--- config.mk ---
export PLATFORM = sky130hd
export DESIGN_NAME = serial_add_ctrl_flat
export DESIGN_NICKNAME = d
export VERILOG_FILES = /design/src/rtl/serial_add_ctrl_if.sv /design/src/rtl/serial_add_ctrl.sv /design/src/flat_wrapper.sv
export SDC_FILE = /design/constraint.sdc
export NUM_CORES = 1
export LEC_CHECK = 0
export BUFFER_PORTS_ARGS = -buffer_cell sky130_fd_sc_hd__clkbuf_2
export CAP_MARGIN = 30
export CELL_PAD_IN_SITES_DETAIL_PLACEMENT = 0
export CELL_PAD_IN_SITES_GLOBAL_PLACEMENT = 1
export CORE_MARGIN = 10
export CORE_UTILIZATION = 30
export DETAILED_ROUTE_END_ITERATION = 6
export PLACE_DENSITY_LB_ADDON = 0.08
export SLEW_MARGIN = 20
export SYNTH_ARGS = -nofsm -noshare
export SYNTH_HDL_FRONTEND = slang
export SYNTH_HIERARCHICAL = 1
export SYNTH_SLANG_ARGS = --single-unit
--- constraint.sdc ---
create_clock -name clk -period 1.6 [get_ports clk]
set_input_delay 0.16 -clock clk [delete_from_list [all_inputs] [get_ports clk]]
set_output_delay 0.16 -clock clk [all_outputs]
set_load 0.01 [all_outputs]
--- src/rtl/serial_add_ctrl_if.sv ---
// ============================================================================
//  Module      : serial_add_ctrl_if
//  Description : Handshake and data bundle for the bit-serial adder controller.
//                master modport = requester side, slave modport = adder side.
//  Signals     : start     request to begin an operation        (master->slave)
//                in_ready  start will be accepted this cycle     (slave->master)
//                a, b      WIDTH-bit operands                    (master->slave)
//                cin       carry-in                              (master->slave)
//                sub       subtract select (SERIAL_ADD_SUBTRACT_EN only)
//                busy      bits are being processed              (slave->master)
//                done      one-cycle completion pulse            (slave->master)
//                sum       WIDTH-bit result, held                (slave->master)
//                cout      final carry-out, held                 (slave->master)
//  Config      : `define SERIAL_ADD_SUBTRACT_EN adds the sub signal.
//  Revision    : 1.0  initial release
// ============================================================================
`default_nettype none

interface serial_add_ctrl_if #(
  parameter int WIDTH = 8
);
  logic             start;
  logic             in_ready;
  logic [WIDTH-1:0] a;
  logic [WIDTH-1:0] b;
  logic             cin;
  logic             busy;
  logic             done;
  logic [WIDTH-1:0] sum;
  logic             cout;
`ifdef SERIAL_ADD_SUBTRACT_EN
  logic             sub;

  modport master (
    output start, a, b, cin, sub,
    input  in_ready, busy, done, sum, cout
  );

  modport slave (
    input  start, a, b, cin, sub,
    output in_ready, busy, done, sum, cout
  );
`else
  modport master (
    output start, a, b, cin,
    input  in_ready, busy, done, sum, cout
  );

  modport slave (
    input  start, a, b, cin,
    output in_ready, busy, done, sum, cout
  );
`endif
endinterface

`default_nettype wire

--- src/rtl/serial_add_ctrl.sv ---
// ============================================================================
//  Module      : serial_add_ctrl (with helper cell full_adder)
//  Description : Bit-serial adder controller. Captures two WIDTH-bit operands
//                and a carry-in, then runs one full-adder cell LSB-first over
//                WIDTH clock edges. Carry is held in a flip-flop between bits.
//                The result and carry-out are registered and flagged by a
//                one-cycle done pulse.
//  Ports       : clk   rising-edge clock
//                rst   synchronous active-high reset
//                bus   serial_add_ctrl_if.slave
//                      (start, in_ready, a, b, cin, [sub], busy, done, sum, cout)
//  Parameters  : WIDTH operand/result width, 1..32 (default 8)
//  Config      : `define SERIAL_ADD_SUBTRACT_EN enables subtraction via bus.sub:
//                B is loaded inverted and carry preset to 1 (cin ignored);
//                cout=1 then means "no borrow".
//  Revision    : 1.0  initial release
// ============================================================================
`default_nettype none

// ----------------------------------------------------------------------------
// 1-bit full-adder cell
// ----------------------------------------------------------------------------
module full_adder (
  input  logic x,
  input  logic y,
  input  logic z,
  output logic s,
  output logic c
);
  assign s = x ^ y ^ z;
  assign c = (x & y) | (z & (x ^ y));
endmodule

// ----------------------------------------------------------------------------
// Sequencing controller
// ----------------------------------------------------------------------------
module serial_add_ctrl #(
  parameter int WIDTH = 8
) (
  input  logic             clk,
  input  logic             rst,
  serial_add_ctrl_if.slave bus
);

  localparam int CNT_W = (WIDTH > 1) ? $clog2(WIDTH) : 1;
  localparam logic [CNT_W-1:0] LAST_BIT = CNT_W'(WIDTH - 1);

  typedef enum logic [0:0] {
    IDLE = 1'b0,
    RUN  = 1'b1
  } state_t;

  state_t state;
  state_t state_next;

  logic [WIDTH-1:0] a_sh;
  logic [WIDTH-1:0] b_sh;
  logic [WIDTH-1:0] sum_sh;
  logic [WIDTH-1:0] sum_next;
  logic [CNT_W-1:0] cnt;
  logic             carry;
  logic             fa_s;
  logic             fa_c;
  logic             accept;
  logic             last_bit;
  logic [WIDTH-1:0] sum_q;
  logic             cout_q;
  logic             done_q;

  full_adder u_fa (
    .x (a_sh[0]),
    .y (b_sh[0]),
    .z (carry),
    .s (fa_s),
    .c (fa_c)
  );

  assign accept   = (state == IDLE) && bus.start;
  assign last_bit = (state == RUN) && (cnt == LAST_BIT);

  // The new bit enters at the MSB so after WIDTH shifts bit 0 sits at LSB.
  generate
    if (WIDTH == 1) begin : g_sum_w1
      assign sum_next = fa_s;
    end else begin : g_sum_wn
      assign sum_next = {fa_s, sum_sh[WIDTH-1:1]};
    end
  endgenerate

  // State register
  always_ff @(posedge clk) begin
    if (rst) begin
      state <= IDLE;
    end else begin
      state <= state_next;
    end
  end

  // Next-state logic
  always_comb begin
    state_next = state;
    case (state)
      IDLE:    if (bus.start) state_next = RUN;
      RUN:     if (last_bit)  state_next = IDLE;
      default: state_next = IDLE;
    endcase
  end

  // Datapath: operand shifters, carry FF, bit counter and held result
  always_ff @(posedge clk) begin
    if (rst) begin
      a_sh   <= '0;
      b_sh   <= '0;
      sum_sh <= '0;
      cnt    <= '0;
      carry  <= 1'b0;
      sum_q  <= '0;
      cout_q <= 1'b0;
      done_q <= 1'b0;
    end else begin
      done_q <= 1'b0;
      if (accept) begin
        a_sh   <= bus.a;
        sum_sh <= '0;
        cnt    <= '0;
`ifdef SERIAL_ADD_SUBTRACT_EN
        // a - b computed as a + ~b + 1
        b_sh   <= bus.sub ? ~bus.b : bus.b;
        carry  <= bus.sub ? 1'b1 : bus.cin;
`else
        b_sh   <= bus.b;
        carry  <= bus.cin;
`endif
      end else if (state == RUN) begin
        a_sh   <= a_sh >> 1;
        b_sh   <= b_sh >> 1;
        sum_sh <= sum_next;
        carry  <= fa_c;
        cnt    <= cnt + 1'b1;
        if (last_bit) begin
          sum_q  <= sum_next;
          cout_q <= fa_c;
          done_q <= 1'b1;
        end
      end
    end
  end

  assign bus.in_ready = (state == IDLE);
  assign bus.busy     = (state == RUN);
  assign bus.done     = done_q;
  assign bus.sum      = sum_q;
  assign bus.cout     = cout_q;

endmodule

`default_nettype wire

--- src/flat_wrapper.sv ---
// flat-port wrapper written by rule: the top's interface ports become plain ports
module serial_add_ctrl_flat 
#(
  parameter int WIDTH = 8
)
  (clk, rst, bus_start, bus_a, bus_b, bus_cin, bus_in_ready, bus_busy, bus_done, bus_sum, bus_cout);
  serial_add_ctrl_if #(.WIDTH(WIDTH)) bus_i ();
  input  logic clk;
  input  logic rst;
  input wire logic [$bits(bus_i.start)-1:0] bus_start;
  input wire logic [$bits(bus_i.a)-1:0] bus_a;
  input wire logic [$bits(bus_i.b)-1:0] bus_b;
  input wire logic [$bits(bus_i.cin)-1:0] bus_cin;
  output wire logic [$bits(bus_i.in_ready)-1:0] bus_in_ready;
  output wire logic [$bits(bus_i.busy)-1:0] bus_busy;
  output wire logic [$bits(bus_i.done)-1:0] bus_done;
  output wire logic [$bits(bus_i.sum)-1:0] bus_sum;
  output wire logic [$bits(bus_i.cout)-1:0] bus_cout;
  assign bus_i.start = bus_start;
  assign bus_i.a = bus_a;
  assign bus_i.b = bus_b;
  assign bus_i.cin = bus_cin;
  assign bus_in_ready = bus_i.in_ready;
  assign bus_busy = bus_i.busy;
  assign bus_done = bus_i.done;
  assign bus_sum = bus_i.sum;
  assign bus_cout = bus_i.cout;
  serial_add_ctrl #(.WIDTH(WIDTH)) u_core (.clk(clk), .rst(rst), .bus(bus_i));
endmodule
==> results.cfg <==
[global_route]
antenna_found_initial = 0
grt_use_total_pct = 8.62
grt_max_degree = 39
grt_pass1_vias = 1288
gr-total-overflow = 0
grt_first_pass_wirelength_mm = 6.20

[timing]
finClkSkew_ps = 4.22
finalSetupViolCount = 0
hold_ws_ps = 170
period_needed_ps = 1460
tightest_slew_ps = 795
rsz0062_at_grt = false
fmax_mhz = 686
relSlewSlack_pct = 47.0
slew_violations = 0
hold_viol_final = 0
fin_crit_sh_pct = 91.1
finalWorstSetupSlack_ps = 142
setup_tns_ps = 0

[synth]
synth_top_family_by_area = compound AO/OA/AOI/OAI gates
synth-seq-cells = 38
yosysWarnings = 6
netlist_instances = 169
synth_edf_count = 0
synthAdderAreaFrac_pct = 2.69
synth_compound_area_share_pct = 18.3
syn_nets = 192
synthMuxAreaShare_pct = 10.2
synth_top_area_cell = dfxtp_1
yosysMostFrequentCell = dfxtp_1
async_flop_share_pct = 0
synth_common_cells = dfxtp_1, a21oi_1, mux2i_1
synth_xor_xnor_area_share_pct = 0
synth_top_flop_cell = dfxtp_1
synthDistinctLibCells = 21
seq_area_frac_synth_pct = 45.4
avgSynthCellArea_um2 = 9.91
synth_top_area_share_pct = 45.4
yosys.area_share.simple_pct = 17.7
synth_area_mm2 = 0.00168
synth.top_cells.by_area = dfxtp_1, mux2i_1, a211oi_1, a21oi_1, nor2b_1

[finish]
final_cell_area_mm2 = 0.00196
diodes = 0
nets = 219
area_growth_pct = 17.0
nFillCells = 603
drive_gt1_share_pct = 27.4

[worst_setup_path]
critPathMaxFanout = 16
end_kind = primary output
critPathRequiredTime_ps = 1440
critical_path_class = flop to primary output
worstPathArrival_ps = 1300
r2r_slack_ps = 300
start_kind = flop

[place]
place_ws_ps = 53.3
place_hpwl_mm = 2.36
port_buffers = 31
place_area_mm2 = 0.00187
routabilityCongestion = 0.718

[cts]
htree_levels = 2
clk_transition_reported_paths_ps = 70
cts_tree = built
hold_buffers = 0
ctsLongestPathBuffers = 2
cts_setup_buffers = 0
cts_resized = 0
clock-sinks = 38
cts_buffers = 5
clk_latency_ps = 290
clockRootBuffer = clkbuf_8

[floorplanning]
die_y_um = 94.7
start_util_pct = 30.6
rows = 27
die_area_mm2 = 0.00897
core-area_mm2 = 0.00547
ioPinCount = 32
die_w_um = 94.7

[worst_hold_path]
hold_class = input port to flop

[drt]
avgViaCountPerCell = 4.72
drt.antenna.violating_nets = 0
drt_wl_total_mm = 3.58
drc = 0
post_drt_wl_per_cell_um = 13.3
drt_iter0_drc = 73
vias = 1269
dr.pass1.iters = 4

[run_status]
status = complete, no violations

[power]
ir_drop_uv = 341
p_per_area_mw_per_mm2 = 977
p_leak_nw = 0.798

[run]
maxCapViolCount = 0
## stage by stage
stage	util, %	total power [mW]	cells
after detailed placement	34.1	1.26	261
after global placement	34.1	1.26	261
after CTS	35.8	1.96	269
after floorplan	-	1.20	169
final	35.8	1.91	269
after global routing	35.8	2.04	269
## worst max-delay path: stages (launching register included)
cell and delay (ps):
dfxtp_1 340, inv_1 430, clkbuf_2 240
## worst paths after layout
kind,cells past startpoint,startpoint,endpoint
hold / removal,3,bus_a[7],u_core/a_sh[7]$_SDFFE_PP0P_
setup reg to reg,4,u_core/cnt[0]$_SDFFE_PP0P_,u_core/bus.sum[7]$_SDFFE_PP0P_
setup / recovery,2,u_core/bus.busy$_SDFF_PP0_,bus_in_ready
hold reg to reg,2,u_core/sum_sh[7]$_SDFFE_PP0P_,u_core/sum_sh[6]$_SDFFE_PP0P_
## cell usage in the layout (no fill, tap or decap), drive strengths merged
cell type  instances
nor2               1
ha                 2
nand2             10
inv                1
nand3              9
nor2b             15
nand2b             3
a211oi            15
dfxtp             38
clkbuf            38
mux2i             17
fa                 1
or3b              10
buf                5
nor3               2
a21oi             20
clkinv             1
a21bo              9
## registers in the layout (all words and copies together), names as in the netlist
register / count
u_core/bus.sum: 8
u_core/bus.cout: 1
u_core/a_sh: 8
u_core/cnt: 3
u_core/bus.busy: 1
u_core/bus.done: 1
u_core/carry: 1
u_core/sum_sh: 7
u_core/b_sh: 8
## area by class of cell
type / instances / area [um^2] / share of cell area, %
clock buffers: 7 / 86.3 / 4.41
clock inverters: 1 / 5.00 / 0.255
inverters: 1 / 3.75 / 0.192
multi-input cells: 114 / 821 / 41.9
flip-flops and latches: 38 / 761 / 38.8
well taps: 72 / 90.1 / 4.60
repair buffers: 36 / 193 / 9.83
## logic make-up after synthesis
group                    after synthesis
buffers and inverters                 17
flip-flops                            38
multiplexers                          17
adder cells (fa/ha/maj)                3
AND/OR/NAND/NOR                       50
AO/OA/AOI/OAI                         44
## routing by layer
| layer | wire, um | GRT usage (%) | vias up |
|---|---|---|---|
| li1 | - | - | 646 |
| met4 | 61 | 3.74 | 0 |
| met3 | 254 | 3.97 | 5 |
| met1 | 1680 | 10.2 | 593 |
| met5 | 0 | 0 | - |
| met2 | 1580 | 13.1 | 25 |
## where the power goes
group,switching (mW),internal [mW]
sequential,0.0277,0.992
clock,0.330,0.348
combinational,0.118,0.0986
total,0.476,1.44
No activity file was read; power rests on OpenSTA's default activity.
